`config.mk`:
```
export PLATFORM = sky130hd
export DESIGN_NAME = logic_gate_pipe
export DESIGN_NICKNAME = d
export VERILOG_FILES = /design/src/rtl/logic_gate_pipe.sv
export SDC_FILE = /design/constraint.sdc
export NUM_CORES = 1
export LEC_CHECK = 0
export ABC_AREA = 1
export BUFFER_PORTS_ARGS = -buffer_cell sky130_fd_sc_hd__buf_2
export CORE_MARGIN = 2
export CORE_UTILIZATION = 50
export DETAILED_ROUTE_END_ITERATION = 7
export HOLD_SLACK_MARGIN = 0.02
export PLACE_DENSITY_LB_ADDON = 0.08
export SLEW_MARGIN = 20
export SYNTH_ARGS = -nofsm -noshare
export SYNTH_HDL_FRONTEND = slang
export SYNTH_SLANG_ARGS = --single-unit
```
`constraint.sdc`:
```
create_clock -name clk -period 2.3 [get_ports clk]
set_input_delay 0.345 -clock clk [delete_from_list [all_inputs] [get_ports clk]]
set_output_delay 0.345 -clock clk [all_outputs]
set_load 0.02 [all_outputs]
```
`src/rtl/logic_gate_pipe.sv`:
```
// Registered multi-function bitwise gate with valid/ready on both sides.
// A 2-entry buffer (output register + skid register) keeps in_ready a pure flop.
module logic_gate_pipe #(
  parameter int unsigned WIDTH = 8,
  parameter int unsigned CNT_W = 16
) (
  input  logic             clk,
  input  logic             rst_n,
  input  logic             in_valid,
  output logic             in_ready,
  input  logic [WIDTH-1:0] in_a,
  input  logic [WIDTH-1:0] in_b,
  input  logic [2:0]       in_op,
  output logic             out_valid,
  input  logic             out_ready,
  output logic [WIDTH-1:0] out_y,
  output logic             out_any,
  output logic             out_all,
  output logic [CNT_W-1:0] txn_count
);

  localparam logic [CNT_W-1:0] CNT_MAX = {CNT_W{1'b1}};

  typedef enum logic [1:0] {
    ST_EMPTY = 2'd0,
    ST_ONE   = 2'd1,
    ST_FULL  = 2'd2
  } state_t;

  state_t           state;
  logic [WIDTH-1:0] sk_y;
  logic [WIDTH-1:0] fn_y_c;
  logic             accept_c;

  // Gate function applied to the beat currently presented
  always_comb begin
    fn_y_c = '0;
    case (in_op)
      3'd0:    fn_y_c = in_a & in_b;
      3'd1:    fn_y_c = in_a | in_b;
      3'd2:    fn_y_c = in_a ^ in_b;
      3'd3:    fn_y_c = ~(in_a & in_b);
      3'd4:    fn_y_c = ~(in_a | in_b);
      3'd5:    fn_y_c = ~(in_a ^ in_b);
      3'd6:    fn_y_c = ~in_a;
      3'd7:    fn_y_c = in_a;
      default: fn_y_c = '0;
    endcase
  end

  assign accept_c = in_valid & in_ready;

  // Occupancy FSM; out_any/out_all are loaded with every write to out_y
  always_ff @(posedge clk or negedge rst_n) begin
    if (!rst_n) begin
      state     <= ST_EMPTY;
      in_ready  <= 1'b1;
      out_valid <= 1'b0;
      out_y     <= '0;
      out_any   <= 1'b0;
      out_all   <= 1'b0;
      sk_y      <= '0;
      txn_count <= '0;
    end else begin
      if (accept_c && (txn_count != CNT_MAX)) begin
        txn_count <= txn_count + CNT_W'(1);
      end

      case (state)
        ST_EMPTY: begin
          if (accept_c) begin
            out_y     <= fn_y_c;
            out_any   <= |fn_y_c;
            out_all   <= &fn_y_c;
            out_valid <= 1'b1;
            state     <= ST_ONE;
          end
        end

        ST_ONE: begin
          if (out_ready && accept_c) begin
            out_y   <= fn_y_c;
            out_any <= |fn_y_c;
            out_all <= &fn_y_c;
          end else if (out_ready) begin
            out_valid <= 1'b0;
            state     <= ST_EMPTY;
          end else if (accept_c) begin
            sk_y     <= fn_y_c;
            in_ready <= 1'b0;
            state    <= ST_FULL;
          end
        end

        ST_FULL: begin
          // in_ready is low here, so no new beat can arrive this edge
          if (out_ready) begin
            out_y    <= sk_y;
            out_any  <= |sk_y;
            out_all  <= &sk_y;
            in_ready <= 1'b1;
            state    <= ST_ONE;
          end
        end

        default: begin
          state     <= ST_EMPTY;
          in_ready  <= 1'b1;
          out_valid <= 1'b0;
        end
      endcase
    end
  end

endmodule
```
Word level (Yosys, flattened, before mapping). Cells that the tools add are included. Widths: inputs -> output; s select.

Bits in writable memories: 0. Memories: 0. Bits in latches: 0. Memory bits (read-only): 0. Bits in registers: 38. Output and inout bits: 28.

Multipliers: 0. Multiplexer cells: 28. Equal/unequal tests: 18. Shift-type cells: 0. Reduce and logical (&&, ||, !) cells: 14. Add/sub/neg operators: 1. Order comparisons: 0. Divide/modulo/power cells: 0. Bitwise logic cells: 12.

Operator list (count): $pmux 8 s8 (1); $not 8->8 (4); $mux 8 (3); $pmux 8 s3 (1); $add 16x1->16 const B (1); $ne 16x16->1 const B (1); $reduce_and 4->1 (4); $reduce_and 8->1 (2); $reduce_or 8->1 (2); $ne 2x2->1 const B (7); $mux 1 (13); $eq 3x3->1 const B (4); $pmux 1 s3 (4); $mux 2 (5); $and 8x8->8 (1); $or 8x8->8 (1); $xor 8x8->8 (1); $eq 3x2->1 const B (2); $pmux 2 s3 (1); $reduce_and 5->1 (1); $not 1->1 (4); $eq 3x1->1 const B (1); $logic_not 3->1 (1); $ne 3x3->1 const B (1); 6 further kinds (7).

Logic depth before layout (Yosys ltp). Gate-level depths: netlist of run 1.

Depth in word-level cells: 6. Depth in mapped cells: 13. Mapped depth without buffers: 13.

Least setup slack after synthesis of run 1. Ideal clock, no wire load.

Path type: register to register. Start point: register in_ready. End point: register out_y[3]. Setup time: 0.127 ns. Arrival: 1.587 ns. Slack: 0.586 ns. Cell stages (with the launch flop): 9. Period minus slack after synthesis: 1.714 ns. Cell sequence: dfstp_2 > nand2_1 > inv_1 > a31oi_1 > nor2_2 > clkinv_1 > buf_2 > nand2_1 > o21ai_0.

Cells in the longest elaborated chain, start to end: 4. Elaborated cells between the ends (all ways): 5. Those cells by class: eq/ne: 2; bitwise: 1; reduce/logical: 2.

RTL lines: from (decl) (line 10) `output logic in_ready,`; from (signal assigned) (line 57) `in_ready <= 1'b1;`; from (signal assigned) (line 90) `in_ready <= 1'b0;`; from (signal assigned) (line 101) `in_ready <= 1'b1;`; $and 1x1->1 (*) (line 51) `assign accept_c = in_valid & in_ready;`; $logic_and 1x1->1 (line 81) `if (out_ready && accept_c) begin`; $ne 2x2->1 (no line); $reduce_and 4->1 (no line) (*); to (signal assigned) (line 72) `out_y <= fn_y_c;`; to (signal assigned) (line 82) `out_y <= fn_y_c;`; to (signal assigned) (line 98) `out_y <= sk_y;`; to (decl) (line 16) `output logic [WIDTH-1:0] out_y,`.

Every way passes the cells marked *; elsewhere a longest branch is shown, timed or not. A chain may end at the register's enable or synchronous reset.

Worst setup path after layout of run 1.
Start point: register state[1]. End point: register out_any.

Cells in the longest elaborated chain, start to end: 3. Elaborated cells between the ends (all ways): 9. Those cells by class: eq/ne: 5; mux: 1; reduce/logical: 3.

RTL lines: from (decl) (line 30) `state_t state;`; from (signal assigned) (line 56) `state <= ST_EMPTY;`; from (signal assigned) (line 76) `state <= ST_ONE;`; from (signal assigned) (line 87) `state <= ST_EMPTY;`; $eq 2x1->1 (tied with other cells) (line 69) `case (state)`; $ne 2x2->1 (no line) or $reduce_bool 3->1 (tied branches); $reduce_and 4->1 (no line); to (signal assigned) (line 73) `out_any <= |fn_y_c;`; to (signal assigned) (line 83) `out_any <= |fn_y_c;`; to (signal assigned) (line 99) `out_any <= |sk_y;`; to (decl) (line 17) `output logic out_any,`.

Several ways; a longest one is shown, not always the timed one.

==> flow_metrics.tcl, run 1 <==
set metrics [dict create \
    status "finished, final reports clean" \
    arrival_ns 2.20 \
    grtUsageTotal 0.225 \
    cp-start-kind "flip-flop" \
    ir_worst_vdd_v 0.000532 \
    ant_nets 0 \
    cts_sinks 38 \
    timing.final.max_slew_violations 0 \
    yosysTopAreaCell "dfrtp_1" \
    firstDrtPassIters 5 \
    postCtsSetupRepairBufs 0 \
    cts_tree "yes" \
    n_antenna_cell 0 \
    synth_area_leaders "dfrtp_1, nand2_1, inv_1, ha_1, nor2_1" \
    synth_edf_count 0 \
    rows 28 \
    synth_flop_cell "dfrtp_1" \
    antenna_found_initial 0 \
    final_common_cell "nand2_1" \
    ff2ff_setup_slack_ns 0.32 \
    die_w_um 81.1 \
    grt_max_degree 39 \
    ys_seq_area_frac 0.321 \
    setup_tns_ns 0 \
    maxSlewHeadroom 0.457 \
    portBuffers 50 \
    met2_usage 0.379 \
    fin_skew_ns 0.00624 \
    avgRoutedWirePerCell_um 12.3 \
    grtUsageMet3 0.0300 \
    postCtsHoldBufs 0 \
    dp_slack_ns 0.258 \
    use_met1 0.295 \
    numCtsBuffers 5 \
    avgSynthCellArea_um2 6.72 \
    htree_num_levels 2 \
    drc_errors 0 \
    layout_common_cells "nand2_1, inv_1, nor2_1" \
    crit_path_max_fanout 13 \
    viasPerCell 5.33 \
    clockBufferDepth 2 \
    cap_viol_max_count 0 \
    fillers 594 \
    vias 3021 \
    dieArea_um2 6570 \
    finalWirelength_um 7000 \
    nets 532 \
    clk_pin_slew_worst_paths_ns 0.07 \
    initial_core_util 0.511 \
    layout-drive-gt1-share 0.150 \
    rsz0062_at_grt "false" \
    top_usage_layer "met2" \
    power_frac_comb 0.437 \
    switching_share 0.431 \
    ys_types 30 \
    async_reset_ff_frac 1.00 \
    min_period_ns 1.98 \
    clk_latency_ns 0.29 \
    p_seq_frac 0.406 \
    synthDominantCellAreaShare 0.312 \
    synthCells 442 \
    final_core_util 0.578 \
    powerDensity_nw_per_um2 797 \
    switchingPower_mw 1.15 \
    leakage_nw 1.94 \
    synth_nets 482 \
    p_total_mw 2.68 \
    ys_warn_count 0 \
    die_h_um 81.1 \
    grt_pass1_wl_um 11900 \
    hold_class "input pin to async pin" \
    endpoint_kind "flip-flop" \
    place.gp.congestion 0.946 \
    regArea_um2 952 \
    crit_required_ns 2.52 \
    pwr-share-clk 0.157 \
    p_int_mw 1.52 \
    finalHoldViolCount 0 \
    worst-setup-path-type "flip-flop to flip-flop" \
    first_global_vias 2744 \
    core_area_um2 5820 \
    cts_resized 0 \
    dp_hpwl_um 5400 \
    synth_seq_cells 38 \
    timing.final.ws_setup_ns 0.321 \
    tightest_slew_ns 0.815 \
    cts_root_buffer "clkbuf_8" \
    multi_input_area_um2 1710 \
    fmax_mhz 505 \
    drt-initial-drc-count 195 \
    finalCritPeriodShare 0.861 \
    area_growth_pct 13.1 \
    io_pins 51 \
    finalSetupViolCount 0 \
    syn_area_um2 2970 \
    grt-ovfl-total 0 \
]
-- flip-flops by register name (all words and copies together) (netlist names) --
register,flops
in_ready,1
out_all,1
out_any,1
out_valid,1
out_y,8
sk_y,8
state,2
txn_count,16
-- power groups by stage --
stage	sequential [mW]	clock [mW]	combinational, mW
after global placement	1.09	0	1.15
after CTS	1.09	0.437	1.18
after global routing	1.12	0.466	1.33
final	1.09	0.420	1.17
after floorplan	1.25	0	0.646
after detailed placement	1.10	0	1.17
-- layout make-up --
type,count,area share
flip-flops and latches,38,0.283
multi-input cells,329,0.508
inverters,61,0.0682
clock buffers,7,0.0227
repair buffers,57,0.0901
well taps,75,0.0279
-- routing by layer --
layer | share of wire | up-vias
met5 | 0 | -
met4 | 0.016 | 0
met3 | 0.057 | 10
met2 | 0.46 | 119
met1 | 0.47 | 1378
li1 | - | 1514
-- worst max-delay path, cell delays in order, from the launching register on --
cell	delay [ns]
dfrtp_1	0.40
inv_1	0.08
nor2_1	0.05
inv_1	0.16
or2_1	0.15
nand2_1	0.06
nor2_2	0.23
clkinv_1	0.38
a31oi_1	0.26
nand2_1	0.09
nand2_1	0.06
-- logic make-up after synthesis --
| logic type | after synthesis | share of synthesized area |
|---|---|---|
| xor gates and xnor gates | 15 | 0.0442 |
| buffers and inverters | 75 | 0.105 |
| adders and majority gates | 17 | 0.0716 |
| DFF | 38 | 0.321 |
| muxes | 2 | 0.00758 |
| and+or+nand+nor | 257 | 0.383 |
| AOI/OAI and AO/OA | 38 | 0.0674 |
-- synth_stat cells (2+ instances only) --
cell type	instances
inv_2	3
buf_4	4
nor3_1	4
nor4_1	3
nand2_2	2
nand3b_1	7
buf_2	7
nand3_1	34
a31oi_1	3
nand2_1	122
o21ai_0	24
dfrtp_1	37
nor2_1	56
nor2_4	3
xor2_1	9
o21ai_1	6
nand4_1	24
ha_1	17
mux2_2	2
a21oi_1	3
clkbuf_1	2
xnor2_1	6
inv_1	57
-- through the flow --
| stage | area [µm²] | hold WS (ns) | std cells |
|---|---|---|---|
| floorplan | 2970 | 0.0494 | 442 |
| global placement | 3280 | 0.460 | 560 |
| detailed placement | 3280 | 0.462 | 560 |
| CTS | 3360 | 0.182 | 567 |
| global route | 3360 | 0.218 | 567 |
| finish | 3360 | 0.150 | 567 |
-- path summary, 6_finish.rpt --
kind / end / depth (start not counted) / from
worst max register to register: out_any / 10 / state[1]
worst min-delay path: out_y[4] / 1 / rst_n
worst min register to register: in_ready / 2 / in_ready
max in group asynchronous: txn_count[5] / 1 / rst_n
worst max-delay path: out_any / 10 / state[1]
min in group clk: state[0] / 2 / out_ready
No activity file was read; power rests on OpenSTA's default activity.
==> inputs of run 2 (changes only) <==
CORE_ASPECT_RATIO = 1.25   (was not set)
==> flow_metrics.tcl, run 2 (same netlist as run 1, synthesis figures left out) <==
set metrics [dict create \
    leakage_nw 1.99 \
    rows 31 \
    tightest_slew_ns 0.816 \
    clk_pin_slew_worst_paths_ns 0.08 \
    finalWirelength_um 7130 \
    final_common_cell "nand2_1" \
    clk_latency_ns 0.29 \
    dp_hpwl_um 5510 \
    area_growth_pct 15.6 \
    firstDrtPassIters 4 \
    avgRoutedWirePerCell_um 12.7 \
    arrival_ns 2.22 \
    finalCritPeriodShare 0.887 \
    layout-drive-gt1-share 0.162 \
    timing.rr.start "state[1]" \
    nets 534 \
    ff2ff_setup_slack_ns 0.26 \
    fmax_mhz 490 \
    r2r-end "out_y[4]" \
    finalHoldViolCount 0 \
    reg_top3 "txn_count (16), out_y (8), sk_y (8)" \
    status "finished, final reports clean" \
    die_w_um 72.9 \
    powerDensity_nw_per_um2 884 \
    htree_num_levels 2 \
    clockBufferDepth 2 \
    p_total_mw 3.04 \
    grt_max_degree 39 \
    crit_path_max_fanout 9 \
    worst-setup-path-type "flip-flop to flip-flop" \
    fin_skew_ns 0.00878 \
    maxSlewHeadroom 0.456 \
    cap_viol_max_count 0 \
    core_area_um2 5780 \
    first_global_vias 2670 \
    viasPerCell 5.19 \
    rr_worst_depth 10 \
    drt-initial-drc-count 200 \
    setup_tns_ns 0 \
    io_pins 51 \
    n_antenna_cell 0 \
    place.gp.congestion 0.959 \
    crit_required_ns 2.48 \
    cts_sinks 38 \
    layout_common_cells "nand2_1, inv_1, nor2_1" \
    portBuffers 50 \
    dieArea_um2 6580 \
    cp-start-kind "flip-flop" \
    hold_class "input pin to async pin" \
    timing.final.max_slew_violations 0 \
    endpoint_kind "flip-flop" \
    min_period_ns 2.04 \
    grtUsageTotal 0.230 \
    largest-register "txn_count" \
    ir_worst_vdd_v 0.000354 \
    fillers 566 \
    largest_reg_flops 16 \
    cts_root_buffer "clkbuf_8" \
    cts_tree "yes" \
    ant_nets 0 \
    antenna_found_initial 0 \
    numCtsBuffers 5 \
    drc_errors 0 \
    postCtsHoldBufs 0 \
    rsz0062_at_grt "false" \
    grt_pass1_wl_um 12400 \
    die_h_um 90.2 \
    vias 2909 \
    initial_core_util 0.514 \
    grt-ovfl-total 0 \
    finalSetupViolCount 0 \
]
[run 2: what timing repair did]
item	CTS	global route
endpoints found under the setup margin	0	2
resized for setup	0	1
buffers inserted	0	4
[run 2: worst max path at each step]
stage | start | end | slack (ns) | cells after the start
after floorplan | in_ready | out_y[3] | 0.59 | 8
after global placement | state[1] | out_all | 0.17 | 9
after detailed placement | state[1] | out_all | 0.17 | 9
after CTS | state[1] | out_any | 0.14 | 10
after global routing | state[1] | out_y[2] | 0.09 | 10
final | state[1] | out_y[4] | 0.26 | 10
[run 2: power by group]
group / switching, mW / leakage (nW) / internal, mW
registers: 0.187 / 0.476 / 0.903
logic: 0.779 / 1.44 / 0.466
clock network: 0.238 / 0.0714 / 0.463
[run 2: worst max-delay path: stages (launching register included)]
cell        delay [ns]
dfrtp_1           0.42
inv_1             0.08
nor2_1            0.05
inv_1             0.18
or2_1             0.17
nand2_1           0.07
nor2_2            0.33
clkinvlp_4        0.29
buf_4             0.20
nand2_1           0.06
o21ai_0           0.07
[run 2: layout make-up]
class                      count  area [µm²]  area share
clock buffer                   6        82.6      0.0241
sequential                    38         952       0.277
timing repair buffer          59         318      0.0926
tap                           66        82.6      0.0241
inverter                      61         233      0.0678
clock inverter                 2        60.1      0.0175
multi-input combinational    329        1710       0.497
[run 2: per-layer routing]
layer | part of all wire | global-route usage | wire length [µm] | up-vias
met5 | 0 | 0 | 0 | -
met4 | 0.013 | 0.0586 | 93 | 0
met3 | 0.044 | 0.0213 | 312 | 8
met2 | 0.49 | 0.384 | 3470 | 89
met1 | 0.46 | 0.315 | 3250 | 1286
li1 | - | - | - | 1526
[run 2: stage by stage]
step           hold slack (ns)  area (µm²)  std cells  setup WS (ns)  utilization
5_1_grt                  0.216        3430        561         0.0862        0.594
2_1_floorplan           0.0494        2970        442          0.586            -
4_1_cts                  0.176        3400        557          0.142        0.588
3_3_place_gp             0.458        3260        549          0.166        0.564
3_5_place_dp             0.460        3260        549          0.171        0.564
6_report                 0.139        3430        561          0.260        0.594
==> inputs of run 3 (changes only) <==
CORE_UTILIZATION = 45   (was 50)
==> flow_metrics.tcl, run 3 (same netlist as run 1, synthesis figures left out) <==
set metrics [dict create \
    grt-ovfl-total 0 \
    final_common_cell "nand2_1" \
    cp-start-kind "flip-flop" \
    initial_core_util 0.458 \
    timing.final.ws_setup_ns 0.291 \
    die_h_um 94.8 \
    core_area_um2 6480 \
    crit_path_max_fanout 13 \
    finalSetupViolCount 0 \
    largest-register "txn_count" \
    firstDrtPassIters 4 \
    cts_tree "yes" \
    leakage_nw 1.96 \
    status "finished, final reports clean" \
    p_seq_frac 0.390 \
    p_int_mw 1.63 \
    avgRoutedWirePerCell_um 12.0 \
    dieArea_um2 7270 \
    htree_num_levels 2 \
    dp_slack_ns 0.234 \
    grtUsageTotal 0.200 \
    min_period_ns 2.01 \
    ant_nets 0 \
    arrival_ns 2.19 \
    hold_class "input pin to async pin" \
    antenna_found_initial 0 \
    tightest_slew_ns 0.834 \
    grt_max_degree 39 \
    cap_viol_max_count 0 \
    layout-drive-gt1-share 0.157 \
    io_pins 51 \
    final_core_util 0.525 \
    portBuffers 50 \
    maxSlewHeadroom 0.444 \
    n_antenna_cell 0 \
    clk_latency_ns 0.29 \
    ir_worst_vdd_v 0.000458 \
    reg_top3 "txn_count (16), out_y (8), sk_y (8)" \
    worst-setup-path-type "flip-flop to flip-flop" \
    grt_pass1_wl_um 12000 \
    finalHoldViolCount 0 \
    holdWs_ns 0.150 \
    drt-initial-drc-count 125 \
    setup_tns_ns 0 \
    finalCritPeriodShare 0.874 \
    cts_sinks 38 \
    rows 33 \
    power_frac_comb 0.412 \
    clockBufferDepth 2 \
    crit_required_ns 2.48 \
    pwr-share-clk 0.198 \
    switching_share 0.419 \
    finalInstanceArea_um2 3400 \
    viasPerCell 4.96 \
    numCtsBuffers 5 \
    vias 2870 \
    timing.final.max_slew_violations 0 \
    switchingPower_mw 1.18 \
    first_global_vias 2670 \
    drc_errors 0 \
    powerDensity_nw_per_um2 826 \
    place_area_um2 3290 \
    finalWirelength_um 6960 \
    area_growth_pct 14.6 \
    place.gp.congestion 0.941 \
    nets 531 \
    largest_reg_flops 16 \
    fmax_mhz 498 \
    cts_resized 0 \
    clk_pin_slew_worst_paths_ns 0.08 \
    postCtsHoldBufs 0 \
    dp_hpwl_um 5500 \
    rsz0062_at_grt "false" \
    layout_common_cells "nand2_1, inv_1, nor2_1" \
    cts_root_buffer "clkbuf_8" \
    die_w_um 76.7 \
    fin_skew_ns 0.00955 \
    endpoint_kind "flip-flop" \
    postCtsSetupRepairBufs 0 \
]
[run 3: cell count changes in the layout (fill, tap and decap cells not counted), sizes merged]
cell	before	now
bufinv	2	1
clkinv	0	2
clkbuf	6	5
buf	59	56
[run 3: cell type report]
cell class | count | area [µm²]
repair buffers | 56 | 295
inverters | 61 | 233
well taps | 87 | 109
clock buffers | 5 | 68.8
fillers | 661 | 3080
multi-input cells | 329 | 1710
flip-flops and latches | 38 | 952
clock inverters | 3 | 40.0
[run 3: metal layers]
layer	GRT usage	part of all wire
met1	0.253	0.47
met2	0.352	0.47
met3	0.0163	0.030
met4	0.0833	0.021
met5	0	0
[run 3: per-stage QoR]
step                      power [mW]  cells
after floorplan                 1.89    442
after detailed placement        2.27    571
after global placement          2.26    571
final                           2.81    579
after CTS                       2.83    579
after global routing            3.05    579
[run 3: power by group through the flow]
stage / Combinational [mW] / Clock (mW) / Sequential [mW]
floorplan: 0.646 / 0 / 1.25
CTS: 1.16 / 0.570 / 1.10
finish: 1.16 / 0.556 / 1.10
detailed placement: 1.16 / 0 / 1.11
global route: 1.32 / 0.595 / 1.13
global placement: 1.16 / 0 / 1.10
[run 3: worst paths after layout]
kind	to	cells past startpoint	startpoint	slack, ns
max	out_all	9	state[1]	0.29
min in group clk	state[0]	2	out_ready	0.31
max reg2reg	out_all	9	state[1]	0.29
min reg2reg	out_valid	2	out_valid	0.47
max in group asynchronous	out_y[4]	1	rst_n	1.61
min	txn_count[8]	1	rst_n	0.15
[run 3: worst max-delay path: stages (launching register included)]
cell and delay, ns:
dfrtp_1 0.41, inv_1 0.08, nor2_1 0.05, inv_1 0.16, or2_1 0.16, nand2_1 0.07
nor2_2 0.31, clkinvlp_4 0.34, a31oi_1 0.23, a21oi_1 0.09
